[src/rtl/svf_pkg.sv]
// Shared definitions for the multichannel state-variable filter: FSM states,
// register map and the saturating-arithmetic helper.
package svf_pkg;

   typedef enum logic [3:0] {
      IDLE,
      START,
      LOW_ISS,
      LOW_WAIT,
      HIGH_ISS,
      HIGH_WAIT,
      BAND_ISS,
      BAND_WAIT,
      NEXT,
      COMMIT
   } svf_state_t;

   localparam logic [4:0] REG_FC_LO    = 5'h15;
   localparam logic [4:0] REG_FC_HI    = 5'h16;
   localparam logic [4:0] REG_RES_FILT = 5'h17;

   // Resonance coefficient at res = 0: 3*2^(cw-2) - 1 (0xBFFF at cw = 16).
   function automatic logic [31:0] res_base(input int unsigned cw);
      return (32'd3 << (cw - 2)) - 32'd1;
   endfunction

   // Clamp a signed value to the range of a w-bit signed number (w <= 30).
   function automatic logic signed [31:0] sat(input logic signed [31:0] x,
                                              input int unsigned w);
      logic signed [31:0] hi;
      logic signed [31:0] lo;
      hi = (32'sd1 <<< (w - 1)) - 32'sd1;
      lo = -(32'sd1 <<< (w - 1));
      if (x > hi) return hi;
      if (x < lo) return lo;
      return x;
   endfunction

endpackage

[src/rtl/svf_mac.sv]
// Registered signed x unsigned multiplier with MUL_LAT pipeline stages;
// maps onto a single SB_MAC16 at 16x16.
module svf_mac #(
   parameter int unsigned DW      = 16,
   parameter int unsigned CW      = 16,
   parameter int unsigned MUL_LAT = 2
) (
   input  logic                        clk,
   input  logic signed [DW-1:0]        a,
   input  logic        [CW-1:0]        b,
   output logic signed [DW+CW-1:0]     p
);

   logic signed [DW+CW:0]   prod;
   logic signed [DW+CW-1:0] pipe [MUL_LAT];

   // The zero-extended coefficient keeps the product inside DW+CW signed bits.
   assign prod = a * $signed({1'b0, b});

   always_ff @(posedge clk) begin
      pipe[0] <= (DW+CW)'(prod);
      for (int unsigned i = 1; i < MUL_LAT; i++) begin
         pipe[i] <= pipe[i-1];
      end
   end

   assign p = pipe[MUL_LAT-1];

endmodule

[src/rtl/svf_filter_mc.sv]
// Time-multiplexed CHANNELS-way state-variable filter sharing one multiplier.
// Optional macro SVF_SLEW_EN: slew-limit the working cutoff coefficient.
module svf_filter_mc
   import svf_pkg::*;
#(
   parameter int unsigned DW        = 16,
   parameter int unsigned CW        = 16,
   parameter int unsigned CHANNELS  = 3,
   parameter int unsigned MUL_LAT   = 2,
   parameter int unsigned SLEW_STEP = 64,
   localparam int unsigned CHW      = (CHANNELS > 1) ? $clog2(CHANNELS) : 1
) (
   input  logic                   clk,
   input  logic                   rst,
   input  logic                   clkEn,
   input  logic [CHANNELS*DW-1:0] iIn,
   input  logic                   WR,
   input  logic [CHW-1:0]         CH,
   input  logic [4:0]             ADDR,
   input  logic [7:0]             DATA,
   output logic [CHANNELS*DW-1:0] oLP,
   output logic [CHANNELS*DW-1:0] oBP,
   output logic [CHANNELS*DW-1:0] oHP,
   output logic                   oValid,
   output logic                   oBusy
);

   localparam int unsigned CNTW = $clog2(MUL_LAT + 1);

   svf_state_t state, state_n;

   logic [CHW-1:0]       c;
   logic [CNTW-1:0]      cnt;
   logic [10:0]          freq_r [CHANNELS];
   logic [3:0]           res_r  [CHANNELS];
   logic [10:0]          freq_n [CHANNELS];
   logic [3:0]           res_n  [CHANNELS];
   logic [CW-1:0]        cut_t  [CHANNELS];
   logic [CW-1:0]        res_t  [CHANNELS];
   logic [CW-1:0]        cut_s  [CHANNELS];
   logic [CW-1:0]        cut_w  [CHANNELS];
   logic [CW-1:0]        res_w  [CHANNELS];
   logic signed [DW-1:0] in_l   [CHANNELS];
   logic signed [DW-1:0] low    [CHANNELS];
   logic signed [DW-1:0] band   [CHANNELS];
   logic signed [DW-1:0] high   [CHANNELS];

   logic signed [DW-1:0]    mul_a;
   logic        [CW-1:0]    mul_b;
   logic signed [DW+CW-1:0] prod;
   logic signed [DW-1:0]    p;
   logic signed [DW+1:0]    sum_low, sum_high, sum_band;
   logic signed [DW-1:0]    low_sat, high_sat, band_sat;

   // Register writes are folded in combinationally so that a write coinciding
   // with a sample strobe is already visible to the coefficients latched then.
   always_comb begin
      for (int unsigned k = 0; k < CHANNELS; k++) begin
         freq_n[k] = freq_r[k];
         res_n[k]  = res_r[k];
         if (WR && (32'(CH) == k)) begin
            case (ADDR)
               REG_FC_LO:    freq_n[k][2:0]  = DATA[2:0];
               REG_FC_HI:    freq_n[k][10:3] = DATA;
               REG_RES_FILT: res_n[k]        = DATA[7:4];
               default:      ;
            endcase
         end
         cut_t[k] = CW'(freq_n[k]) << (CW - 14);
         res_t[k] = CW'(res_base(CW)) - (CW'(res_n[k]) << (CW - 5));
`ifdef SVF_SLEW_EN
         if (cut_t[k] > cut_w[k])
            cut_s[k] = ((cut_t[k] - cut_w[k]) > CW'(SLEW_STEP)) ?
                       cut_w[k] + CW'(SLEW_STEP) : cut_t[k];
         else
            cut_s[k] = ((cut_w[k] - cut_t[k]) > CW'(SLEW_STEP)) ?
                       cut_w[k] - CW'(SLEW_STEP) : cut_t[k];
`else
         cut_s[k] = cut_t[k];
`endif
      end
   end

   always_comb begin
      mul_a = band[c];
      mul_b = cut_w[c];
      if (state == HIGH_ISS) mul_b = res_w[c];
      if (state == BAND_ISS) mul_a = high[c];
   end

   svf_mac #(
      .DW      (DW),
      .CW      (CW),
      .MUL_LAT (MUL_LAT)
   ) u_mac (
      .clk (clk),
      .a   (mul_a),
      .b   (mul_b),
      .p   (prod)
   );

   always_comb begin
      p        = DW'(prod >>> CW);
      sum_low  = (DW+2)'(low[c]) + (DW+2)'(p);
      sum_high = (DW+2)'(in_l[c]) - (DW+2)'(low[c]) - (DW+2)'(p);
      sum_band = (DW+2)'(band[c]) + (DW+2)'(p);
      low_sat  = DW'(sat(32'(sum_low), DW));
      high_sat = DW'(sat(32'(sum_high), DW));
      band_sat = DW'(sat(32'(sum_band), DW));
   end

   always_ff @(posedge clk) begin
      if (rst) state <= IDLE;
      else     state <= state_n;
   end

   // BAND_WAIT is one cycle shorter than the other waits: the band update
   // lands in NEXT, which is the cycle its product becomes valid.
   always_comb begin
      state_n = state;
      case (state)
         IDLE:      if (clkEn) state_n = START;
         START:     state_n = LOW_ISS;
         LOW_ISS:   state_n = LOW_WAIT;
         LOW_WAIT:  if (32'(cnt) == MUL_LAT - 1) state_n = HIGH_ISS;
         HIGH_ISS:  state_n = HIGH_WAIT;
         HIGH_WAIT: if (32'(cnt) == MUL_LAT - 1) state_n = BAND_ISS;
         BAND_ISS:  state_n = (MUL_LAT == 1) ? NEXT : BAND_WAIT;
         BAND_WAIT: if (32'(cnt) == MUL_LAT - 2) state_n = NEXT;
         NEXT:      state_n = (32'(c) == CHANNELS - 1) ? COMMIT : LOW_ISS;
         COMMIT:    state_n = IDLE;
         default:   state_n = IDLE;
      endcase
   end

   always_ff @(posedge clk) begin
      if (rst) begin
         c      <= '0;
         cnt    <= '0;
         oLP    <= '0;
         oBP    <= '0;
         oHP    <= '0;
         oValid <= 1'b0;
         for (int unsigned k = 0; k < CHANNELS; k++) begin
            freq_r[k] <= '0;
            res_r[k]  <= '0;
            cut_w[k]  <= '0;
            res_w[k]  <= '0;
            in_l[k]   <= '0;
            low[k]    <= '0;
            band[k]   <= '0;
            high[k]   <= '0;
         end
      end else begin
         oValid <= 1'b0;
         for (int unsigned k = 0; k < CHANNELS; k++) begin
            freq_r[k] <= freq_n[k];
            res_r[k]  <= res_n[k];
         end
         case (state)
            IDLE: begin
               if (clkEn) begin
                  c <= '0;
                  for (int unsigned k = 0; k < CHANNELS; k++) begin
                     in_l[k]  <= iIn[k*DW +: DW];
                     cut_w[k] <= cut_s[k];
                     res_w[k] <= res_t[k];
                  end
               end
            end
            LOW_ISS, HIGH_ISS, BAND_ISS: cnt <= '0;
            LOW_WAIT: begin
               cnt <= cnt + 1'b1;
               if (32'(cnt) == MUL_LAT - 1) low[c] <= low_sat;
            end
            HIGH_WAIT: begin
               cnt <= cnt + 1'b1;
               if (32'(cnt) == MUL_LAT - 1) high[c] <= high_sat;
            end
            BAND_WAIT: cnt <= cnt + 1'b1;
            NEXT: begin
               band[c] <= band_sat;
               c       <= c + 1'b1;
            end
            COMMIT: begin
               oValid <= 1'b1;
               for (int unsigned k = 0; k < CHANNELS; k++) begin
                  oLP[k*DW +: DW] <= low[k];
                  oBP[k*DW +: DW] <= band[k];
                  oHP[k*DW +: DW] <= high[k];
               end
            end
            default: ;
         endcase
      end
   end

   assign oBusy = (state != IDLE);

endmodule

[config.mk]
export PLATFORM = sky130hd
export DESIGN_NAME = svf_filter_mc
export DESIGN_NICKNAME = d
export VERILOG_FILES = /design/src/rtl/svf_pkg.sv /design/src/rtl/svf_mac.sv /design/src/rtl/svf_filter_mc.sv
export SDC_FILE = /design/constraint.sdc
export NUM_CORES = 2
export LEC_CHECK = 0
export BUFFER_PORTS_ARGS = -buffer_cell sky130_fd_sc_hd__buf_4
export CORE_UTILIZATION = 38
export CTS_CLUSTER_SIZE = 24
export DETAILED_ROUTE_END_ITERATION = 7
export PLACE_DENSITY = 0.63
export SLEW_MARGIN = 10
export SYNTH_ARGS = -nofsm -noshare
export SYNTH_HDL_FRONTEND = slang
export SYNTH_HIERARCHICAL = 1
export SYNTH_SLANG_ARGS = --single-unit
export TNS_END_PERCENT = 5
[constraint.sdc]
create_clock -name clk -period 7.65 [get_ports clk]
set_input_delay 1.53 -clock clk [delete_from_list [all_inputs] [get_ports clk]]
set_output_delay 1.53 -clock clk [all_outputs]
set_load 0.03 [all_outputs]
## Word-level counts from Yosys, hierarchy flattened

Memories as Yosys holds them, arrays and structs flattened. A register that Yosys moved wholly into a read port is not among the register bits.
Cells that the tools add are included.

- Memories: 9
- RAM bits: 382
- Register bits: 9
- Output and inout port bits: 146
- Input port bits: 67
- Logic and storage cells: 181

Memory list:

| name | depth | width | rd ports | clocked after memory_dff | write ports | line | source |
|---|---|---|---|---|---|---|---|
| u_mac.pipe | 2 | 32 | 2 | 0 | 2 | svf_mac.sv:15 | `logic signed [DW+CW-1:0] pipe [MUL_LAT];` |
| band | 3 | 16 | 4 | 4 | 3 | svf_filter_mc.sv:45 | `logic signed [DW-1:0] band [CHANNELS];` |
| high | 3 | 16 | 4 | 4 | 3 | svf_filter_mc.sv:46 | `logic signed [DW-1:0] high [CHANNELS];` |
| in_l | 3 | 16 | 1 | 1 | 3 | svf_filter_mc.sv:43 | `logic signed [DW-1:0] in_l [CHANNELS];` |
| low | 3 | 16 | 4 | 4 | 3 | svf_filter_mc.sv:44 | `logic signed [DW-1:0] low [CHANNELS];` |
| res_w | 3 | 16 | 1 | 1 | 3 | svf_filter_mc.sv:42 | `logic [CW-1:0] res_w [CHANNELS];` |
| 3 more memories | - | - | - | - | - | - |  |

- Eq/ne operators: 20
- Muxes and demuxes: 101
- Add/sub/neg operators: 9
- Bitwise operators: 15
- Reduce and logical (&&, ||, !) cells: 16
- Multipliers: 1
- Order comparisons: 6

Operator list:

| operator | count |
|---|---|
| $mux 16 | 23 |
| $mux 11 | 9 |
| $mux 4 | 14 |
| $reduce_or 16->1 | 3 |
| $sub 16x15->16 const A | 3 |
| $pmux 4 s9 | 1 |
| $add 16x16->17 | 2 |
| $gt 17x16->1 const B | 2 |
| $lt 17x16->1 const B | 2 |
| $mul 16x17->32 | 1 |
| $mux 2 | 16 |
| $mux 1 | 30 |
| $mux 8 | 3 |
| $gt 18x16->1 const B | 1 |
| $lt 18x16->1 const B | 1 |
| $sub 17x16->18 | 1 |
| $sub 16x16->17 | 1 |
| $eq 4x3->1 const B | 4 |
| $eq 5x5->1 const B | 3 |
| $or 1x1->1 | 15 |
| $mux 3 | 3 |
| $eq 4x2->1 const B | 2 |
| $eq 4x4->1 const B | 2 |
| $ne 2x2->1 const B | 4 |
| other kinds (13) | 22 |

## Longest topological paths before layout

- Word-level depth: 8
- Depth in mapped cells: 28
- Mapped depth without buffers: 24

## Modules after synthesis

The synthesis kept the hierarchy.

By module, submodules not included:

| module | sequential area each (um^2) | area an instance (um^2) | cells each | times used |
|---|---|---|---|---|
| svf_filter_mc | 12,682.2 | 22,895.7 | 2,164 | 1 |
| svf_mac | 1,281.2 | 10,522.6 | 1,144 | 1 |

## Least setup slack after synthesis

OpenSTA, ideal clock, no wires.

- Path kind: register to register
- Start point: register (tool-made name)
- End point: memory u_mac/pipe[0][29] (netlist bit)
- Setup slack: 0.383 ns
- Period minus slack after synthesis: 7.267 ns
- Required time: 7.572 ns
- Stages on the path, launching flop included: 26
- Data arrival time: 7.189 ns
- Path buffers: 4
- Setup time: 0.078 ns
- Cells stage by stage: dfxtp_1 -> buf_2 -> buf_1 -> buf_1 -> mux2i_1 -> nor2_1 -> a21oi_1 -> o21ai_0 -> clkbuf_1 -> nand2_1 -> fa_1 -> fa_1 -> fa_1 -> fa_1 -> inv_1 -> fa_1 -> inv_1 -> fa_1 -> inv_1 -> ha_1 -> inv_4 -> o32ai_4 -> a21oi_2 -> o41a_1 -> o2111a_1 -> nor3_1

RTL lines:

| item | line |
|---|---|
| end, declared | svf_mac.sv:15 |

==> flow_summary.toml <==
[cts]
clock_sinks = 521
cts_tree = "done"
ctsHtreeMaxLevel = 2
number_of_buffers_created_by_cts = 55
cts.path.max_buffers = 3
worst_setup_hold_path_clk_slew_ns = 0.06
cts-resized-gates = 0
worst_skew_pair.late_latency_ns = 0.62
ctsRootBufferMaster = "clkbuf_16"
post_cts.repair.setup_buffers = 0
cts_stage_hold_buffer_count = 0

[critical_path]
critical_path_required_ns = 8.19
critical_path_arrival_ns = 7.66
timing.setup.critical_path_class = "reg2reg"
crit_path_frequent_cell = "fa_1"
cp_num_buf_inv = 4
critical_path.slowest_cell = "fa_1"
cp_top_family = "adder cells"
critPathMaxFanout = 17
start_kind = "register"
crit_path_end_kind = "register"
crit_chain = "nand2b_1, nor3b_2, buf_4, nand2_1, o21ai_1, nand2_1, fa_1, fa_1, inv_1, fa_1, inv_1, fa_1, fa_1, fa_1, inv_1, ha_1, nand3_2, o32ai_4, a21oi_2, o41a_1, o2111a_1, nor3_1"
critical_path.max_stage_delay_ns = 0.58

[synth]
postSynthCellCount = 3236
ys.warnings.count = 6
syn-num-nets = 3702
avgSynthCellArea_um2 = 10.04
post_synthesis_cell_area_um2 = 32490

[power]
power.switching_w = 0.003215
p_clk_share_pct = 29.9
pwr-share-comb_pct = 33.2
vdd_ir_drop_max_mv = 0.1892
cellInternalPower_w = 0.005719
sequentialPowerShare_pct = 36.9
pwr_density_cell_nw_per_um2 = 242.5
static-leakage-power_nw = 15.41
power_switching_share_pct = 35.99

[route]
number_of_vias_in_the_routed_layout = 23199
dr.pass1.iters = 6
detail_route.iter0.violations = 1859
drt.antenna.violating_nets = 0
viasPerCell = 5.100
drt_drc_violations_left = 0
wl_per_cell_um = 18.65
drt-total-wl_mm = 84.86

[placed_design]
detailed_place_hpwl_mm = 63.61
number_of_i_o_port_buffers = 212
finalWeightedCongestion = 0.9186
placedCellCount = 4444

[sta]
worst_hold_slack_ns = 0.3121
rsz0062_at_grt = "false"
setup_viol_count_final = 0
timing_worst_slew_pin_value_ns = 1.053
clock.fmax_ghz = 0.1404
setup_tns_ns = 0
final_period_minus_worst_setup_slack_ns = 7.125
final_max_slew_viol_count = 0
report.final.hold_viol_count = 0
finalClockSkew_ns = 0.02348
slew_headroom_pct = 29.55
min_period_over_period_pct = 93.13

[global_routing]
grt_util_all_layers_pct = 19.35
grt_pass1_vias = 22750
grt-ovfl-total = 0
grt_first_pass_wirelength_mm = 130.4
grt_antenna_before_repair = 0
largest_net_degree_at_the_start_of_global_routing = 101

[floorplanning]
floorplan.die.width_um = 294.4
top_level_ports = 213
core-area_um2 = 84090
die_h_um = 294.4
initial_core_util_pct = 38.64
rows = 106
floorplan.die_area_um2 = 86680

[finish]
finish.cell_count_without_fillers = 4549
layout.nets = 3833
drive_gt1_share_pct = 12.83
layout-area-overhead-vs-synth_pct = 13.41

[worst_hold_path]
min-delay-path-class = "reg2reg"

[outcome]
run_status = "finished, final reports clean"

[run]
maxcap_viol_count = 0
-- sequential cells by signal (all words and copies together), names as in the netlist, 4 cells and up, named ones only --
name	flops
band	64
cut_w	33
freq_r	33
high	64
in_l	48
low	64
oBP	48
oHP	48
oLP	48
res_r	12
res_w	16
state	4
u_mac/pipe	32
-- per-stage QoR --
step	setup WS [ns]	util, %	total power, W	area (um2)
global route	0.1761	43.82	0.009392	36850
detailed placement	0.5164	41.67	0.006256	35040
CTS	0.4863	43.82	0.008937	36850
floorplan	0.4124	-	0.005584	32490
global placement	0.6362	41.67	0.006241	35040
finish	0.5254	43.82	0.008934	36850
-- layer usage --
| metal | share of wire (%) | track usage [%] |
|---|---|---|
| met2 | 46 | 31.06 |
| met4 | 2.0 | 4.573 |
| met5 | 0 | 0 |
| met3 | 7.2 | 3.763 |
| met1 | 44 | 26.83 |
-- worst reg2reg max path, delay by kind of cell (launching register included) --
family / cells / cell delay (ns)
fa+ha+maj: 7 / 3.48
compound gates: 5 / 1.64
simple gates: 6 / 1.04
buf+inv: 4 / 0.45
flops: 1 / 0.43
-- power groups by stage --
stage | Clock [W] | Sequential (W) | Combinational [W]
after floorplan | 0 | 0.00326 | 0.00232
after global placement | 0 | 0.00335 | 0.00289
after detailed placement | 0 | 0.00336 | 0.00290
after CTS | 0.00272 | 0.00330 | 0.00292
after global routing | 0.00281 | 0.00331 | 0.00327
final | 0.00267 | 0.00330 | 0.00297
-- path summary, 6_finish.rpt --
kind	from	endpoint	slack (ns)	cells past startpoint
max	state[2]	u_mac/pipe[0][29]	0.53	22
min	u_mac/pipe[0][16]	u_mac/pipe[0][48]	0.31	0
max reg2reg	state[2]	u_mac/pipe[0][29]	0.53	22
min reg2reg	u_mac/pipe[0][16]	u_mac/pipe[0][48]	0.31	0
-- cell usage in the layout (no fill, tap or decap), types with 11 or more instances in the layout --
| master | instances |
|---|---|
| nand3_1 | 13 |
| mux4_2 | 50 |
| o22ai_1 | 30 |
| xor2_1 | 14 |
| xnor2_1 | 42 |
| mux2_2 | 16 |
| buf_4 | 252 |
| nand2_1 | 487 |
| mux2i_1 | 74 |
| fa_1 | 212 |
| and3_1 | 11 |
| nor2_1 | 278 |
| ha_1 | 187 |
| nor3_1 | 51 |
| edfxtp_1 | 289 |
| clkbuf_16 | 57 |
| nand4_1 | 14 |
| a21oi_1 | 274 |
| and2_1 | 178 |
| inv_1 | 350 |
| dfxtp_1 | 230 |
| a21o_1 | 24 |
| nand2b_1 | 22 |
| o21ai_1 | 16 |
| o21ai_0 | 49 |
-- cell type report --
type	instances	area, um2
multi-input combinational	2183	17020
inverter	351	1320
fill	8119	47240
timing repair buffer	255	1946
clock inverter	25	206.4
sequential	521	13330
antenna	1	2.502
tap	1134	1419
clock buffer	79	1604
Power figures use the tool's default switching activity.
